## src/rtl/dpm_spadr_pkg.sv

```systemverilog
// Shared types and byte-enable constants for the DPM scratchpad access sequencer.
package dpm_spadr_pkg;

    typedef enum logic [1:0] {
        BANK_TMP  = 2'd0,
        BANK_GPR  = 2'd1,
        BANK_IPR  = 2'd2,
        BANK_NONE = 2'd3
    } bank_e;

    typedef enum logic [1:0] {
        LEN_BYTE = 2'd0,
        LEN_WORD = 2'd1,
        LEN_LONG = 2'd2,
        LEN_QUAD = 2'd3
    } len_e;

    typedef enum logic [1:0] {
        ASEL_LIT  = 2'd0,
        ASEL_RN   = 2'd1,
        ASEL_RNP1 = 2'd2,
        ASEL_RNM1 = 2'd3
    } asel_e;

    typedef enum logic [2:0] {
        IDLE = 3'd0,
        RD0  = 3'd1,
        RD1  = 3'd2,
        WR0  = 3'd3,
        WR1  = 3'd4
    } state_e;

    localparam logic [3:0] SPW_NONE = 4'b1111;
    localparam logic [3:0] SPW_BYTE = 4'b1110;
    localparam logic [3:0] SPW_WORD = 4'b1100;
    localparam logic [3:0] SPW_LONG = 4'b0000;

    function automatic logic [3:0] len_to_spw(input len_e len);
        case (len)
            LEN_BYTE: len_to_spw = SPW_BYTE;
            LEN_WORD: len_to_spw = SPW_WORD;
            default:  len_to_spw = SPW_LONG;
        endcase
    endfunction

endpackage

```

## src/rtl/spadr_rnreg.sv

```systemverilog
// RN register-number latch: load has priority over inc, inc over dec; all wrap mod 16.
module spadr_rnreg (
    input  logic       i_clk,
    input  logic       i_reset_l,
    input  logic       i_load,
    input  logic [3:0] i_rn_in,
    input  logic       i_inc,
    input  logic       i_dec,
    output logic [3:0] o_rn,
    output logic [3:0] o_rn_p1,
    output logic [3:0] o_rn_m1
);

    logic [3:0] r_rn;

    always_ff @(posedge i_clk or negedge i_reset_l) begin
        if (!i_reset_l) begin
            r_rn <= 4'd0;
        end else if (i_load) begin
            r_rn <= i_rn_in;
        end else if (i_inc) begin
            r_rn <= r_rn + 4'd1;
        end else if (i_dec) begin
            r_rn <= r_rn - 4'd1;
        end
    end

    assign o_rn    = r_rn;
    assign o_rn_p1 = r_rn + 4'd1;
    assign o_rn_m1 = r_rn - 4'd1;

endmodule

```

## src/rtl/spadr_seq.sv

```systemverilog
// Scratchpad access sequencer: turns one micro-op into read/write slots on the shared
// scratchpad address, stalling the micro-op stream while extra slots are pending.
module spadr_seq
    import dpm_spadr_pkg::*;
(
    input  logic       clk_h,
    input  logic       reset_l,
    input  logic       uop_valid_h,
    input  logic [1:0] uop_bank_h,
    input  logic [1:0] uop_asel_h,
    input  logic [3:0] uop_lit_h,
    input  logic       uop_wr_h,
    input  logic [1:0] uop_len_h,
    input  logic       rn_load_h,
    input  logic [3:0] rn_in_h,
    input  logic       rn_inc_h,
    input  logic       rn_dec_h,
    output logic       stall_h,
    output logic       wr_slot_h,
    output logic [3:0] rspa_h,
    output logic [3:0] spw_l,
    output logic       rcs_tmp_l,
    output logic       rcs_gpr_l,
    output logic       rcs_ipr_l
);

    state_e     r_state;
    state_e     w_nextState;
    logic [3:0] r_addr;
    bank_e      r_bank;
    len_e       r_len;
    logic       r_wr;
    logic [3:0] r_rspa;
    logic [3:0] r_spw;
    logic [2:0] r_rcs;

    logic [3:0] w_rn;
    logic [3:0] w_rnP1;
    logic [3:0] w_rnM1;
    logic       w_accept;
    logic [3:0] w_uopAddr;
    logic [3:0] w_nextAddr;
    bank_e      w_nextBank;
    len_e       w_nextLen;
    logic [3:0] w_nextRspa;
    logic [3:0] w_nextSpw;
    logic [2:0] w_nextRcs;

    spadr_rnreg u_rnreg (
        .i_clk     (clk_h),
        .i_reset_l (reset_l),
        .i_load    (rn_load_h),
        .i_rn_in   (rn_in_h),
        .i_inc     (rn_inc_h),
        .i_dec     (rn_dec_h),
        .o_rn      (w_rn),
        .o_rn_p1   (w_rnP1),
        .o_rn_m1   (w_rnM1)
    );

    // Address uses RN as it stands before any RN update at the accepting edge.
    always_comb begin
        case (asel_e'(uop_asel_h))
            ASEL_RN:   w_uopAddr = w_rn;
            ASEL_RNP1: w_uopAddr = w_rnP1;
            ASEL_RNM1: w_uopAddr = w_rnM1;
            default:   w_uopAddr = uop_lit_h;
        endcase
    end

    assign w_accept   = uop_valid_h & ~stall_h;
    assign w_nextAddr = w_accept ? w_uopAddr : r_addr;
    assign w_nextBank = w_accept ? bank_e'(uop_bank_h) : r_bank;
    assign w_nextLen  = w_accept ? len_e'(uop_len_h) : r_len;

    always_comb begin
        case (r_state)
            RD0:     stall_h = (r_len == LEN_QUAD) | r_wr;
            RD1:     stall_h = r_wr;
            WR0:     stall_h = (r_len == LEN_QUAD);
            default: stall_h = 1'b0;
        endcase
    end

    assign wr_slot_h = ((r_state == WR0) || (r_state == WR1)) && (r_bank != BANK_NONE);

    always_ff @(posedge clk_h or negedge reset_l) begin
        if (!reset_l) begin
            r_state <= IDLE;
        end else begin
            r_state <= w_nextState;
        end
    end

    // Any slot that is the last of its sequence hands over to a newly accepted uop.
    always_comb begin
        w_nextState = w_accept ? RD0 : IDLE;
        case (r_state)
            RD0: begin
                if (r_len == LEN_QUAD) begin
                    w_nextState = RD1;
                end else if (r_wr) begin
                    w_nextState = WR0;
                end
            end
            RD1: begin
                if (r_wr) begin
                    w_nextState = WR0;
                end
            end
            WR0: begin
                if (r_len == LEN_QUAD) begin
                    w_nextState = WR1;
                end
            end
            default: ;
        endcase
    end

    always_comb begin
        w_nextRspa = r_rspa;
        w_nextSpw  = SPW_NONE;
        w_nextRcs  = 3'b111;
        if (w_nextState != IDLE) begin
            w_nextRspa = ((w_nextState == RD1) || (w_nextState == WR1)) ? w_nextAddr + 4'd1
                                                                        : w_nextAddr;
            case (w_nextBank)
                BANK_TMP: w_nextRcs = 3'b110;
                BANK_GPR: w_nextRcs = 3'b101;
                BANK_IPR: w_nextRcs = 3'b011;
                default:  w_nextRcs = 3'b111;
            endcase
            if ((w_nextBank != BANK_NONE) && ((w_nextState == WR0) || (w_nextState == WR1))) begin
                w_nextSpw = len_to_spw(w_nextLen);
            end
        end
    end

    always_ff @(posedge clk_h or negedge reset_l) begin
        if (!reset_l) begin
            r_addr <= 4'd0;
            r_bank <= BANK_NONE;
            r_len  <= LEN_BYTE;
            r_wr   <= 1'b0;
            r_rspa <= 4'd0;
            r_spw  <= SPW_NONE;
            r_rcs  <= 3'b111;
        end else begin
            r_addr <= w_nextAddr;
            r_bank <= w_nextBank;
            r_len  <= w_nextLen;
            r_wr   <= w_accept ? uop_wr_h : r_wr;
            r_rspa <= w_nextRspa;
            r_spw  <= w_nextSpw;
            r_rcs  <= w_nextRcs;
        end
    end

    assign rspa_h    = r_rspa;
    assign spw_l     = r_spw;
    assign rcs_tmp_l = r_rcs[0];
    assign rcs_gpr_l = r_rcs[1];
    assign rcs_ipr_l = r_rcs[2];

endmodule

```

## config.mk

```make
export PLATFORM = sky130hd
export DESIGN_NAME = spadr_seq
export DESIGN_NICKNAME = d
export VERILOG_FILES = /design/src/rtl/dpm_spadr_pkg.sv /design/src/rtl/spadr_rnreg.sv /design/src/rtl/spadr_seq.sv
export SDC_FILE = /design/constraint.sdc
export NUM_CORES = 1
export LEC_CHECK = 0
export CAP_MARGIN = 20
export CORE_UTILIZATION = 45
export CTS_CLUSTER_DIAMETER = 30
export DETAILED_ROUTE_END_ITERATION = 16
export PLACE_DENSITY = 0.75
export SLEW_MARGIN = 20
export SYNTH_ARGS = -nofsm -noshare
export SYNTH_HDL_FRONTEND = slang
export SYNTH_SLANG_ARGS = --single-unit
export TNS_END_PERCENT = 10
```

## constraint.sdc

```tcl
create_clock -name clk_h -period 1.85 [get_ports clk_h]
set_input_delay 0.37 -clock clk_h [delete_from_list [all_inputs] [get_ports clk_h]]
set_output_delay 0.37 -clock clk_h [all_outputs]
set_load 0.01 [all_outputs]
```

# Word level (Yosys, flattened, before mapping)
# Index checks and enable logic that the tools add are counted.
# classes
addsub	3
n_mul	0
n_div	0
n_lt_le_gt_ge	0
eq_ne	16
shift	0
muxes	19
bitwise_logic	3
reduce_logical	9
# op_table
operator	n
4-bit 2-to-1 mux	7
3-bit case mux with 3 select lines	2
3-bit by 2-bit == test with 1-bit output, second input constant	4
4-bit case mux with 3 select lines	1
4-bit by 1-bit adder with 4-bit output, second input constant	2
2-bit == test, second input constant	4
2-bit 2-to-1 mux	4
4-bit case mux with 2 select lines	1
2-bit by 1-bit == test with 1-bit output, second input constant	3
3-bit == test, second input constant	2
3-bit 2-to-1 mux	2
3-bit nonzero test	2
2-bit logical NOT	2
2-bit != test, second input constant	2
4-bit by 1-bit subtractor with 4-bit output, second input constant	1
3-bit by 1-bit == test with 1-bit output, second input constant	1
1-bit logical OR	3
1-bit case mux with 3 select lines	1
1-bit logical AND	2
1-bit AND	1
1-bit 2-to-1 mux	1
1-bit NOT	1
1-bit bitwise OR	1
# totals
register_bits	27
latch_bits	0
mem_bits_rw	0
mem_bits_ro	0
in_bits	21
out_inout_bits	13
word_cells	59
n_memories	0

# Depth between registers and ports, before layout
# logic_depth
depth_word	14
mapped_depth	10
ltp_nobuf	10

# Cells and area by module
# A second synthesis with hierarchy kept.
# hier_totals
cells_unflattened	138
area_unflattened_um2	1517.7
# modules_own_cells
module	n_inst	cells_per_inst	area_each_um2	seq_area_each_um2
spadr_seq	1	96	1167.4	560.5
spadr_rnreg	1	42	350.3	100.1

# Worst setup path before layout
# OpenSTA, ideal clock, no wires.
# synth_path
path_kind	register to register
start	reg r_state[0]
end	reg r_rspa[1] (netlist: rspa_h[1])
setup_time_ps	118
t_arrival_ps	1884
t_required_ps	1732
path_slack_ps	-152
path_stages_with_launch	9
n_path_buf	0
synth_period_minus_slack_ps	2002
path_cell_list	dfrtp_1 > nand3b_2 > o21a_4 > nand2_8 > mux2_4 > ha_1 > mux2i_1 > nor2_1 > a21o_1
# synth_between
word_cells_on_any_way	18
classes_between	1 x add/sub; 5 x eq/ne; 8 x mux; 2 x bitwise; 2 x reduce/logical
# synth_lines
element	line	text
from (decl)	spadr_seq.sv:27	state_e r_state;
from (signal assigned)	spadr_seq.sv:91	r_state <= w_nextState;
3-bit by 2-bit == test with 1-bit output or 3-bit by 1-bit == test with 1-bit output (tied branches)	spadr_seq.sv:77	case (r_state)
1-bit case mux with 3 select lines *	spadr_seq.sv:77	
1-bit NOT *	spadr_seq.sv:71	assign w_accept = uop_valid_h & ~stall_h;
1-bit AND *	spadr_seq.sv:71	
4-bit 2-to-1 mux *	spadr_seq.sv:72	assign w_nextAddr = w_accept ? w_uopAddr : r_addr;
net w_nextAddr[0]	spadr_seq.sv:42	logic [3:0] w_nextAddr;
4-bit by 1-bit adder with 4-bit output *	spadr_seq.sv:125	w_nextRspa = ((w_nextState == RD1) || (w_nextState == WR1)) ? w_nextAddr + 4'd1
4-bit 2-to-1 mux *	spadr_seq.sv:125	
to (signal assigned)	spadr_seq.sv:153	r_rspa <= w_nextRspa;
to (decl)	spadr_seq.sv:33	logic [3:0] r_rspa;
# Mark *: on every way through the listed nets, which the timed path passes. The rest lies on a longest branch.
# A chain may end at the register's enable or synchronous reset.

# Worst setup path in the final report
# layout_path
start	reg r_state[2]
end	reg r_rspa[1] (netlist: rspa_h[1])
# Same word-level chain as after synthesis.

==> results.md <==
* Status: finished with violations
* Failing checks: negative setup slack
* Crit. End Element: flop
* Synth warn at 0
* Synth Area in Compound Gates at 17.0%
* Critical path arrival at 2.18 ns
* H-tree depth at 1
* Buf/Inv on CP at 1
* RSZ-0062 raised after global routing: yes
* Port Buffers at 33
* Area delta synth->final at 44.2%
* Final Max Tran Viols at 0
* CTS root buffer: clkbuf_4
* Die footprint at 3610 um^2
* Post-route DRC at 0
* XOR/XNOR Fraction of Synth Area at 4.03%
* M1 GR Usage at 24.8%
* Layout cells sized above 1 at 35.9%
* Vias per cell at 5.26
* Sequential cell area fraction in the yosys report at 43.5%
* Vias in the first global route at 1367
* Total CTS buffers at 3
* Hold buffers post-CTS at 0
* Total power at 3.30 mW
* Yosys top cell area share at 29.6%
* Max cap viols at 0
* Initial core utilization at 48.6%
* Row Count at 20
* Max Root-Sink Buffers at 2
* Post-Synth Simple-Gate Area at 19.2%
* WL per Instance at 13.9 um
* Top Family by Delay on Critical Path: multiplexers
* Achievable Freq at 518 MHz
* HPWL after DPL at 2.60 mm
* Cell area after layout at 2190 um^2
* Final setup violation count at 2
* Commonest non-fill, non-tap cell in the layout: clkdlybuf4s50_1
* Post-synthesis mux area share at 9.79%
* I/O pin cnt at 34
* CTS tree: yes
* Hold Path Class: primary input to asynchronous set/reset pin
* Final Critical Period at 1.93 ns
* Die width at 60.1 um
* Clock skew at 0.00994 ns
* 1st-iter DRT viols at 47
* Main combinational cell family by area after synthesis: simple AND/OR/NAND/NOR gates
* Most frequent cells in the layout: clkdlybuf4s50_1 (31), buf_4 (25), dfrtp_1 (15)
* Area contributors post-synth: dfrtp_1 (30%), dfstp_2 (14%), mux2_2 (5.2%)
* Syn Inst Count at 149
* Fin worst setup slack at -0.0823 ns
* PwrDens at 1510 nW/um^2
* WS Path Type: flop to flop
* CP max-delay cell: dfrtp_1
* Largest area contributor in the netlist: dfrtp_1
* Pin count of the biggest net entering global routing at 27
* Most congested layer reported by global routing: met2
* Via Count at 1332
* Clock transition at path regs at 0.14 ns
* Global route overflow at 0
* Die Y at 60.1 um
* Tightest Pin Transition at 0.466 ns
* Final Cycle Share at 104%
* Sinks on Clock Net at 26
* Post-synthesis average cell area at 10.2 um^2
* RePlAce Congestion at 0.773
* Type of origin of the critical path: flop
* Leak at 0.922 nW
* Placed instance area at 2070 um^2
* Fillers at 253
* Synth Cell Area at 1520 um^2
* Post-Synth Adder-Cell Area at 2.47%
* Critical Path RT at 2.09 ns
* Worst vdd ir at 0.704 mV
* Distinct cell type count of the synthesized netlist at 44
* Met3 GRT Util at 3.90%
* Final Hold Violating Endpoints at 0
* First-pass GRT wire length at 5.95 mm
* Ant. Diodes at 0
* Crit path largest cell delay at 0.43 ns
* Worst rel slew slack at 68.7%
* Post-route ant nets at 0
* #FFs+latches synth at 26
* Clk_lat worst skew at 0.33 ns
* Syn Nets at 173
* DR pass1 iterations at 4
* Initial antenna violation count at 0
* Crit path cell chain: and2b_2 -> buf_6 -> o21ai_4 -> nand2_8 -> mux2_4 -> ha_4 -> mux2i_1 -> nor2_1 -> a21o_1
* Total Nets Final at 234
* Core Box Area at 3130 um^2
* Global-route usage over all layers at 22.8%
* Crit-path max FO at 3
* DRT Wirelength at 3.51 mm
* Met2 global-route usage at 42.1%
[power by group]
part | total, mW | internal, mW | switching (mW) | leakage, nW
sequential | 1.04 | 0.860 | 0.175 | 0.297
combinational | 1.98 | 1.10 | 0.878 | 0.604
clock | 0.293 | 0.121 | 0.172 | 0.0210
[synthesized netlist by cell type, drive strengths merged]
master	count
o21ai	14
a21o	1
o21a	2
nand2b	2
mux2i	4
a221oi	1
nand2	16
and2	1
a21oi	9
nand3	4
inv	6
nor2	8
clkbuf	1
nor3b	5
nor2b	4
and2b	2
a31o	1
dfrtp	18
nand3b	1
ha	3
nand4	2
mux2	9
or3	1
nor3	4
xor2	1
dfstp	8
a32oi	1
a41oi	1
xnor2	6
a211oi	4
o211ai	1
buf	4
a31oi	2
o22ai	2
[routing by layer]
metal / vias to the layer above / part of all wire, % / wire length [um]
met3: 5 / 2.8 / 97
met4: 0 / 1.7 / 61
li1: 652 / - / -
met1: 639 / 42 / 1470
met2: 36 / 54 / 1880
met5: - / 0 / 0
[sequential cells by signal, indices dropped and copies added, names as in the netlist]
signal,flops
r_addr,4
r_bank,2
r_len,2
r_rcs,3
r_state,3
r_wr,1
rspa_h,4
spw_l,3
u_rnreg.o_rn,4
[cell type report]
type	count	area (um^2)	share of cell area, %
flip-flops and latches	26	664	30.3
repair buffers	61	542	24.7
well taps	44	55.1	2.51
multi-input cells	112	872	39.8
inverters	6	22.5	1.03
clock buffers	4	36.3	1.66
[through the flow]
stage | std cells | TNS [ns] | hold WS [ns] | setup WS (ns) | util, %
6_report | 253 | -0.0884 | 0.391 | -0.0823 | 70.1
5_1_grt | 253 | -0.305 | 0.396 | -0.143 | 70.1
4_1_cts | 253 | -0.0620 | 0.401 | -0.0517 | 69.4
3_5_place_dp | 243 | -1.29 | 0.488 | -0.444 | 66.2
3_3_place_gp | 243 | -0.985 | 0.471 | -0.297 | 66.2
2_1_floorplan | 149 | -0.0395 | 0.0744 | -0.0395 | -
[kinds of logic (layout without fill, tap and decap cells)]
group | Yosys count | in the layout
XOR/XNOR | 7 | 7
AO/OA/AOI/OAI | 39 | 39
adder cells (fa/ha/maj) | 3 | 3
multiplexers | 13 | 13
AND/OR/NAND/NOR | 50 | 50
buffers and inverters | 11 | 71
flip-flops | 26 | 26
[timing repair]
| item | 4_1_cts | 5_1_grt |
|---|---|---|
| gates resized for setup | 19 | 4 |
| setup endpoints to repair | 3 | 5 |
| pin swaps | 4 | 3 |
| buffers inserted | 7 | 0 |
[path summary, 6_finish.rpt]
path,cells past startpoint,slack (ns),start,end
hold reg to reg,2,0.52,r_len[1],spw_l[2]
min in group clk_h,2,0.52,r_len[1],spw_l[2]
setup reg to reg,9,-0.08,r_state[2],rspa_h[1]
max in group asynchronous,2,1.16,reset_l,spw_l[0]
hold / removal,2,0.39,reset_l,rspa_h[2]
setup / recovery,9,-0.08,r_state[2],rspa_h[1]
No activity file was read; power rests on OpenSTA's default activity.
